===== src/rtl/uart_pkg.sv =====
// uart_pkg: bus register addresses, TX/RX state encodings and baud divisor for uart_periph
package uart_pkg;
    localparam logic [3:0] ADDR_TX_DATA  = 4'h6;
    localparam logic [3:0] ADDR_RX_DATA  = 4'h2;
    localparam logic [3:0] ADDR_STATUS   = 4'h4;
    localparam logic [3:0] ADDR_LOOPBACK = 4'h8;
    typedef enum logic [1:0] {TX_IDLE, TX_START, TX_DATA, TX_STOP} tx_state_t;
    typedef enum logic [1:0] {RX_IDLE, RX_START, RX_DATA, RX_STOP} rx_state_t;
    function automatic int clks_per_bit(input int clk_freq, input int baud);
        return clk_freq / baud;
    endfunction
    localparam int CLKS_PER_BIT = clks_per_bit(50_000_000, 115200);
endpackage


===== src/rtl/uart_periph_if.sv =====
// uart_periph_if: J1 CPU I/O bus as seen by the UART peripheral
interface uart_periph_if;
    logic        cs;
    logic        rd;
    logic        wr;
    logic [3:0]  addr;
    logic [15:0] d_in;
    logic [15:0] d_out;
    modport master(output cs, rd, wr, addr, d_in, input d_out);
    modport slave(input cs, rd, wr, addr, d_in, output d_out);
endinterface


===== src/rtl/uart_rx_core.sv =====
// uart_rx_core: 2-flop synchronized 8N1 receiver holding the last good byte, valid and framing-error flags
module uart_rx_core
    import uart_pkg::*;
#(
    parameter int CPB = CLKS_PER_BIT
) (
    input  logic       clk,
    input  logic       rst,
    input  logic       rx,
    input  logic       clr,
    output logic [7:0] data,
    output logic       valid,
    output logic       frame_err,
    output logic       done
);
    localparam logic [15:0] LAST = 16'(CPB - 1);
    localparam logic [15:0] HALF = 16'(CPB / 2 - 1);
    rx_state_t   state, state_n;
    logic [15:0] cnt, cnt_n;
    logic [2:0]  idx, idx_n;
    logic [7:0]  sh, sh_n;
    logic        s1, s2, s3, fall, store, err;
    assign fall = s3 & ~s2;
    always_ff @(posedge clk) begin
        if (!rst) begin
            {s3, s2, s1} <= 3'b111;
            state <= RX_IDLE;
            cnt <= '0;
            idx <= '0;
            sh <= '0;
            data <= '0;
            valid <= 1'b0;
            frame_err <= 1'b0;
            done <= 1'b0;
        end else begin
            {s3, s2, s1} <= {s2, s1, rx};
            state <= state_n;
            cnt <= cnt_n;
            idx <= idx_n;
            sh <= sh_n;
            done <= store;
            data <= store ? sh : data;
            valid <= store | (valid & ~clr);
            frame_err <= err | (frame_err & ~clr);
        end
    end
    // a store beats a simultaneous clearing read, so valid survives it
    always_comb begin
        state_n = state;
        cnt_n = cnt + 16'd1;
        idx_n = idx;
        sh_n = sh;
        store = 1'b0;
        err = 1'b0;
        unique case (state)
            RX_IDLE: begin
                cnt_n = '0;
                if (fall) state_n = RX_START;
            end
            RX_START: if (cnt == HALF) begin
                cnt_n = '0;
                idx_n = '0;
                state_n = s2 ? RX_IDLE : RX_DATA;
            end
            RX_DATA: if (cnt == LAST) begin
                cnt_n = '0;
                sh_n = {s2, sh[7:1]};
                idx_n = idx + 3'd1;
                if (idx == 3'd7) state_n = RX_STOP;
            end
            RX_STOP: if (cnt == LAST) begin
                state_n = RX_IDLE;
                store = s2;
                err = ~s2;
            end
            default: state_n = RX_IDLE;
        endcase
    end
endmodule


===== src/rtl/uart_periph.sv =====
// uart_periph: memory-mapped 8N1 UART for the J1 I/O bus; UART_LOOPBACK_EN adds a TX->RX loopback register at 0x8
module uart_periph
    import uart_pkg::*;
#(
    parameter int CLK_FREQ = 50_000_000,
    parameter int BAUD = 115200
) (
    input  logic          clk,
    input  logic          rst,
    uart_periph_if.slave  bus,
    output logic          uart_tx,
    input  logic          uart_rx,
    output logic          done,
    output logic          ledout
);
    localparam int CPB = clks_per_bit(CLK_FREQ, BAUD);
    localparam logic [15:0] LAST = 16'(CPB - 1);
    tx_state_t   tx_state, tx_next;
    logic [15:0] tx_cnt, tx_cnt_n;
    logic [2:0]  tx_bit, tx_bit_n;
    logic [7:0]  tx_sh, tx_sh_n, rx_data;
    logic        tx_line_n, wr_q, tx_hit, wr_edge, rd_rx, tx_busy;
    logic        rx_valid, frame_err, rx_in, unused_hi;
    assign tx_hit = bus.cs && bus.wr && bus.addr == ADDR_TX_DATA;
    assign wr_edge = tx_hit && !wr_q;
    assign rd_rx = bus.cs && bus.rd && bus.addr == ADDR_RX_DATA;
    assign tx_busy = tx_state != TX_IDLE;
    assign ledout = tx_busy | rx_valid;
    assign unused_hi = ^bus.d_in[15:8];
`ifdef UART_LOOPBACK_EN
    logic loopback;
    always_ff @(posedge clk) begin
        if (!rst) loopback <= 1'b0;
        else if (bus.cs && bus.wr && bus.addr == ADDR_LOOPBACK) loopback <= bus.d_in[0];
    end
    assign rx_in = loopback ? uart_tx : uart_rx;
`else
    assign rx_in = uart_rx;
`endif
    always_ff @(posedge clk) begin
        if (!rst) begin
            tx_state <= TX_IDLE;
            tx_cnt <= '0;
            tx_bit <= '0;
            tx_sh <= '0;
            uart_tx <= 1'b1;
            wr_q <= 1'b0;
            bus.d_out <= '0;
        end else begin
            tx_state <= tx_next;
            tx_cnt <= tx_cnt_n;
            tx_bit <= tx_bit_n;
            tx_sh <= tx_sh_n;
            uart_tx <= tx_line_n;
            wr_q <= tx_hit;
            bus.d_out <= !(bus.cs && bus.rd) ? 16'h0000 :
                         bus.addr == ADDR_RX_DATA ? {8'h00, rx_data} :
                         bus.addr == ADDR_STATUS ? {13'b0, frame_err, rx_valid, tx_busy} : 16'h0000;
        end
    end
    // the line is registered so the pin changes exactly on the state boundary
    always_comb begin
        tx_next = tx_state;
        tx_cnt_n = tx_cnt + 16'd1;
        tx_bit_n = tx_bit;
        tx_sh_n = tx_sh;
        tx_line_n = uart_tx;
        unique case (tx_state)
            TX_IDLE: begin
                tx_cnt_n = '0;
                if (wr_edge) begin
                    tx_next = TX_START;
                    tx_sh_n = bus.d_in[7:0];
                    tx_line_n = 1'b0;
                end
            end
            TX_START: if (tx_cnt == LAST) begin
                tx_next = TX_DATA;
                tx_cnt_n = '0;
                tx_bit_n = '0;
                tx_line_n = tx_sh[0];
            end
            TX_DATA: if (tx_cnt == LAST) begin
                tx_cnt_n = '0;
                tx_bit_n = tx_bit + 3'd1;
                tx_sh_n = tx_sh >> 1;
                tx_line_n = tx_bit == 3'd7 ? 1'b1 : tx_sh[1];
                if (tx_bit == 3'd7) tx_next = TX_STOP;
            end
            TX_STOP: if (tx_cnt == LAST) begin
                tx_next = TX_IDLE;
                tx_cnt_n = '0;
            end
            default: tx_next = TX_IDLE;
        endcase
    end
    uart_rx_core #(.CPB(CPB)) u_rx (
        .clk(clk),
        .rst(rst),
        .rx(rx_in),
        .clr(rd_rx),
        .data(rx_data),
        .valid(rx_valid),
        .frame_err(frame_err),
        .done(done)
    );
endmodule


===== src/flat_wrapper.sv =====
// flat-port wrapper written by rule: the top's interface ports become plain ports
module uart_periph_flat import uart_pkg::*;
#(
    parameter int CLK_FREQ = 50_000_000,
    parameter int BAUD = 115200
)
  (clk, rst, uart_tx, uart_rx, done, ledout, bus_cs, bus_rd, bus_wr, bus_addr, bus_d_in, bus_d_out);
  uart_periph_if bus_i ();
  input  logic clk;
  input  logic rst;
  output logic uart_tx;
  input  logic uart_rx;
  output logic done;
  output logic ledout;
  input wire logic [$bits(bus_i.cs)-1:0] bus_cs;
  input wire logic [$bits(bus_i.rd)-1:0] bus_rd;
  input wire logic [$bits(bus_i.wr)-1:0] bus_wr;
  input wire logic [$bits(bus_i.addr)-1:0] bus_addr;
  input wire logic [$bits(bus_i.d_in)-1:0] bus_d_in;
  output wire logic [$bits(bus_i.d_out)-1:0] bus_d_out;
  assign bus_i.cs = bus_cs;
  assign bus_i.rd = bus_rd;
  assign bus_i.wr = bus_wr;
  assign bus_i.addr = bus_addr;
  assign bus_i.d_in = bus_d_in;
  assign bus_d_out = bus_i.d_out;
  uart_periph #(.CLK_FREQ(CLK_FREQ), .BAUD(BAUD)) u_core (.clk(clk), .rst(rst), .bus(bus_i), .uart_tx(uart_tx), .uart_rx(uart_rx), .done(done), .ledout(ledout));
endmodule

===== config.mk =====
export PLATFORM = sky130hd
export DESIGN_NAME = uart_periph_flat
export DESIGN_NICKNAME = d
export VERILOG_FILES = /design/src/rtl/uart_pkg.sv /design/src/rtl/uart_periph_if.sv /design/src/rtl/uart_rx_core.sv /design/src/rtl/uart_periph.sv /design/src/flat_wrapper.sv
export SDC_FILE = /design/constraint.sdc
export NUM_CORES = 1
export LEC_CHECK = 0
export CAP_MARGIN = 20
export CORE_MARGIN = 2
export CORE_UTILIZATION = 45
export CTS_CLUSTER_DIAMETER = 30
export CTS_CLUSTER_SIZE = 14
export DETAILED_ROUTE_END_ITERATION = 12
export PLACE_DENSITY = 0.76
export SYNTH_ARGS = -nofsm -noshare
export SYNTH_HDL_FRONTEND = slang
export SYNTH_SLANG_ARGS = --single-unit

===== constraint.sdc =====
create_clock -name clk -period 1.9 [get_ports clk]
set_input_delay 0.38 -clock clk [delete_from_list [all_inputs] [get_ports clk]]
set_output_delay 0.38 -clock clk [all_outputs]
set_load 0.02 [all_outputs]

### Yosys cells after proc, flatten, opt, wreduce, memory -nomap -nowiden

Index checks and enable logic that the tools add are counted.

* $add $sub $neg: 4
* multipliers: 0
* divide/modulo/power cells: 0
* order comparisons: 0
* equal/unequal tests: 24
* shift operators: 0
* multiplexer cells: 38
* bitwise operators: 10
* reduce and logical (&&, ||, !) cells: 23

Operator list (count)
* 2-to-1 mux 16 bit: 3
* case mux 16 bit (3 select lines): 1
* adder 16 x 1 -> 16 bit, second input constant: 2
* equality test 16 x 9 -> 1 bit, second input constant: 2
* case mux 16 bit (2 select lines): 1
* 2-to-1 mux 8 bit: 3
* 2-to-1 mux 2 bit: 11
* equality test 16 x 8 -> 1 bit, second input constant: 1
* case mux 2 bit (4 select lines): 2
* case mux 8 bit (2 select lines): 1
* 2-to-1 mux 3 bit: 5
* case mux 3 bit (2 select lines): 2
* != test 2 x 1 -> 1 bit, second input constant: 5
* != test 2 bit, second input constant: 5
* AND reduction 5 bit: 2
* AND reduction 3 bit: 3
* equality test 2 bit, second input constant: 4
* equality test 4 x 3 -> 1 bit, second input constant: 2
* 2-to-1 mux 1 bit: 8
* nonzero test 2 bit: 4
* adder 3 x 1 -> 3 bit, second input constant: 2
* equality test 3 bit, second input constant: 2
* OR reduction 3 bit: 2
* logical AND 1 bit: 5
* other kinds (11): 21

* flip-flop bits (word level): 90
* latch bits: 0
* memory bits (writable): 0
* bits in read-only memories: 0
* memories: 0

### Longest topological paths before layout

* depth after elaboration: 5
* depth in mapped cells: 8

### Hierarchy

Synthesis repeated with hierarchy kept, for this count alone.

* cell total of the unflattened synthesis: 413
* area total of the unflattened synthesis: 3902.5 µm²

By module, submodules not included
* uart_periph: instances 1, cells an instance 216, area an instance 1965.6 µm², sequential area each 780.7 µm²
* uart_rx_core: instances 1, cells an instance 197, area an instance 1936.9 µm², sequential area each 860.8 µm²

### Worst setup path after synthesis

No wires, ideal clock.

* path type: reg-to-reg
* start: reg u_core.tx_cnt[0]
* end: reg u_core.tx_sh[7]
* setup time: 0.129 ns
* data arrival time: 1.916 ns
* slack: -0.145 ns
* cell stages (with the launch flop): 7
* path buffers: 1
* clock period less this slack: 2.045 ns
* cells stage by stage: dfxtp_1 -> ha_1 -> or3b_2 -> or4_1 -> buf_4 -> a21oi_2 -> o22ai_1

* word-level cells in the longest chain between the ends: 3

Ends and longest elaborated chain
* from (decl): RTL line uart_periph.sv:19 `logic [15:0] tx_cnt, tx_cnt_n;`
* from (signal assigned): RTL line uart_periph.sv:51 `tx_cnt <= tx_cnt_n;`
* equality test 16 x 9 -> 1 bit: RTL line uart_periph.sv:83 `TX_DATA: if (tx_cnt == LAST) begin`
* != test 2 x 1 -> 1 bit (no line)
* AND reduction 3 bit (no line)
* to (signal assigned): RTL line uart_periph.sv:53 `tx_sh <= tx_sh_n;`
* to (decl): RTL line uart_periph.sv:21 `logic [7:0] tx_sh, tx_sh_n, rx_data;`

No other way between the ends.
A chain may end at the register's enable or synchronous reset.

### Worst setup path after layout

* start: reg u_core.tx_cnt[12]
* end: reg u_core.tx_state[1]

* word-level cells in the longest chain between the ends: 3

Ends and longest elaborated chain
* equality test 16 x 9 -> 1 bit *: RTL line uart_periph.sv:77, uart_periph.sv:83, uart_periph.sv:90
* != test 2 x 1 -> 1 bit (no line)
* AND reduction 5 bit (no line) *
* to (signal assigned): RTL line uart_periph.sv:50 `tx_state <= tx_next;`
* to (decl): RTL line uart_periph.sv:18 `tx_state_t tx_state, tx_next;`

Mark *: on every way between the ends. The rest lies on a longest branch, timed or not.

==> summary.txt <==
Clock tree
  • CTS tree: done
  • Clk slew on worst S/H paths: about 0.08 ns
  • H-tree depth: 3
  • Postcts setup bufs: 0
  • Hold Buf Count CTS: 0
  • Root buffer cell: clkbuf_8
  • CTS Buf Count: 9
  • Clock sinks: 82
  • Clock Path Buffers: 2
  • Clk_lat worst skew: roughly 0.36 ns

Global routing
  • GRT Util Overall: 18.75%
  • First-pass GRT wire length: 13560 µm
  • Largest net degree at the start of global routing: 34
  • Initial antenna violation count: 0
  • Via count of the first global-routing pass: around 3100
  • Gr ovfl total: 0

Die
  • Die X: around 95 µm
  • DIE HEIGHT: between 90 and 100 µm
  • Die ar.: 0.009071 mm²
  • Core area: a little over 0.008 mm²
  • Top-level I/O count: 45
  • Initial Util: approximately 46%
  • Row count: 33

Logic synthesis
  • Synth cell count leaders: 82 x dfxtp_1, 39 x a21oi_1, 33 x nand2_1
  • Yosys reg bits: 82
  • Synth Area in Adders: under 10%
  • Share of the synthesized area in the top cell type: between 40% and 50%
  • Async SR Flop Fraction: 0%
  • Post-Synthesis Cells: about 420
  • Sequential share of the synthesized area: 43.82%
  • Number of synthesized flops with an enable pin: 0
  • Post-synthesis cell area: approximately 0.0037 mm²
  • Post-synth cell types: 50
  • Post-synthesis compound-gate area fraction: a little over an eighth
  • Simple-Gate Fraction of Synth Area: 21.98%
  • Syn_area_per_cell: ~9 µm²
  • Area leader, netlist: dfxtp_1
  • Mux contribution to synthesized area: between 4 and 5%
  • Synth warnings: 0
  • Largest family of logic cells by synthesized area: simple AND/OR/NAND/NOR gates
  • Main flop type after synthesis: dfxtp_1
  • Most common cell in the netlist: dfxtp_1
  • Largest cells by area after synthesis: dfxtp_1 44%, a21oi_1 5.2%, xnor2_1 4.9%, mux2i_1 4.5%, ha_1 4.3%
  • Post-synthesis xor/xnor area fraction: roughly 6.3%

Worst hold path
  • Hold path start: u_core.u_rx.s1$_SDFF_PN1_
  • HP Class: register to register

Setup path
  • CP Class: register to register
  • Reg-to-Reg Start: u_core.tx_cnt[12]$_SDFF_PP0_
  • Critical Path AT: roughly 2.3 ns
  • Crit-path most repeated cell: or4_4
  • Worst setup SP type: register
  • CP top delay family: simple AND/OR/NAND/NOR gates
  • Slowest CP cell: or4_4
  • Worst-path maximum fanout: 6
  • Buf/Inv on CP: 0
  • CP Cell Sequence: or4_4 -> or4_4 -> a221oi_4 -> mux2i_1
  • Crit path capture type: register
  • CP startpoint: u_core.tx_cnt[12]$_SDFF_PP0_
  • Crit-path max cell delay: around 0.61 ns
  • Worst Path Required: roughly 2.2 ns

Power and ir drop
  • Sw Share: 25.49%
  • Reg power frac: between 50% and 60%
  • Switching power: 0.8507 mW
  • P_int: roughly 2.5 mW
  • Power Dens Cells: ~720 mW/mm²
  • Tot Pwr: roughly 3.3 mW
  • Clk pwr share: around 37%
  • Peak VDD IR: around 0.39 mV
  • Leak Pwr: between 1.5 and 2 nW
  • Combinational power share: under 10%

Placement
  • Pre-CTS setup slack: -0.1371 ns
  • Dpl hpwl: 5656 µm
  • Cells after DPL: between 500 and 600
  • DP Area: between 0.004 and 0.005 mm²
  • GP Congestion: 0.7812
  • PortBufs: 28

Detailed routing
  • WL/cell: approximately 13 µm
  • 1st-iter DRT viols: ~120
  • Antenna-violating nets left: 0
  • Initial DRT Pass Iterations: 4
  • Via Count: 3156
  • Residual DRC: 0
  • Vias/cell: 5.349
  • Total wire length: slightly below 8000 µm

STA
  • Tcrit/Tclk final: 107.6%
  • Clock skew: between 0.009 and 0.01 ns
  • RSZ-0062 raised after global routing: true
  • Final Setup Violations: 30
  • Worst-Margin Slew: between 0.5 and 0.6 ns
  • Worst slew margin: approximately two thirds
  • Maximum clock rate: around 490 MHz
  • Min Tclk post-route: between 2 and 2.5 ns
  • Final Hold Vio Count: 0
  • Slew Viols, Final: 0
  • Post-route setup slack: -0.1447 ns

Outcome
  • Failing checks: setup timing
  • Outcome: complete, but fails checks

Finish
  • Fin cells: approximately 600
  • Syn-to-layout area delta: 24.45%
  • Antenna cells: 0
  • Layout cell share with drive strength beyond 1: roughly 17%
  • Utilization after layout: 57.31%
  • NumNets Final: 520
  • Post-Layout Inst Area: ~0.0047 mm²

Job
  • Max-Cap Viols: 0
power by group through the flow:
| stage | logic [mW] | registers, mW | clock network, mW |
|---|---|---|---|
| floorplan | 0.204 | 1.80 | 0 |
| global placement | 0.312 | 1.80 | 0 |
| detailed placement | 0.320 | 1.80 | 0 |
| CTS | 0.321 | 1.76 | 1.27 |
| global route | 0.357 | 1.77 | 1.34 |
| finish | 0.326 | 1.76 | 1.25 |
layer usage:
layer  GRT usage (%)  part of all wire, %
met3           3.715                  4.3
met4           9.420                  1.9
met1           23.11                   46
met5               0                    0
met2           31.10                   48
final timing paths:
check,cells after the start,slack [ns],to
max reg2reg,4,-0.14,u_core.tx_state[1]$_SDFFE_PN0P_
min reg2reg,1,0.41,u_core.u_rx.s2$_SDFF_PN1_
min,1,0.41,u_core.u_rx.s2$_SDFF_PN1_
max,4,-0.14,u_core.tx_state[1]$_SDFFE_PN0P_
state kept, by name, indices dropped and copies added, names as in the netlist, 2 cells and up, named ones only:
name,count
u_core.bus.d_out,8
u_core.tx_sh,8
u_core.tx_cnt,16
u_core.u_rx.cnt,16
u_core.u_rx.sh,8
u_core.u_rx.idx,3
u_core.tx_state,2
u_core.u_rx.data,8
u_core.tx_bit,3
worst reg2reg max path: stages, from the launching register on:
cell and delay [ns]:
dfxtp_2 0.33, or4_4 0.53, or4_4 0.61, a221oi_4 0.28, mux2i_1 0.23
per-stage QoR:
| step | hold slack (ns) | TNS, ns |
|---|---|---|
| detailed placement | 0.3916 | -1.958 |
| floorplan | 0.3863 | -0.9322 |
| CTS | 0.4101 | -2.204 |
| finish | 0.4101 | -2.308 |
| global route | 0.4584 | -4.223 |
| global placement | 0.3939 | -1.227 |
cell type report:
type                            instances  area, µm²
Multi-Input combinational cell        301       2019
Clock inverter                          6      67.56
Clock buffer                            9      123.9
Timing Repair Buffer                   70      610.6
Fill cell                             703       3472
Sequential cell                        82       1645
Inverter                               17      63.81
Tap cell                              105      131.4
placed cells by master (no fill, tap or decap), types with 6 or more instances in the layout:
cell type,n
and2_1,6
nor4_1,9
mux2i_1,17
nor2_1,26
a211oi_2,6
clkbuf_8,9
or3_1,9
nand2_1,33
clkdlybuf4s50_1,27
a21oi_1,39
dfxtp_1,79
ha_1,13
conb_1,8
o21ai_0,11
nand4_1,11
inv_1,16
xnor2_1,21
nand3_1,28
xor2_1,6
buf_4,40
cell families (layout without fill, tap and decap cells):
group | count (synthesis) | after routing
AO/OA/AOI/OAI | 81 | 81
XOR/XNOR | 27 | 27
adder cells (fa/ha/maj) | 13 | 13
buffers and inverters | 42 | 102
flip-flops | 82 | 82
multiplexers | 17 | 17
other | 1 | 8
AND/OR/NAND/NOR | 155 | 155
timing repair:
action	4_1_cts	5_1_grt
endpoints found under the setup margin	31	64
pin swaps	6	3
resized for setup	7	13
Note: power is estimated with default switching activity, not from simulation.
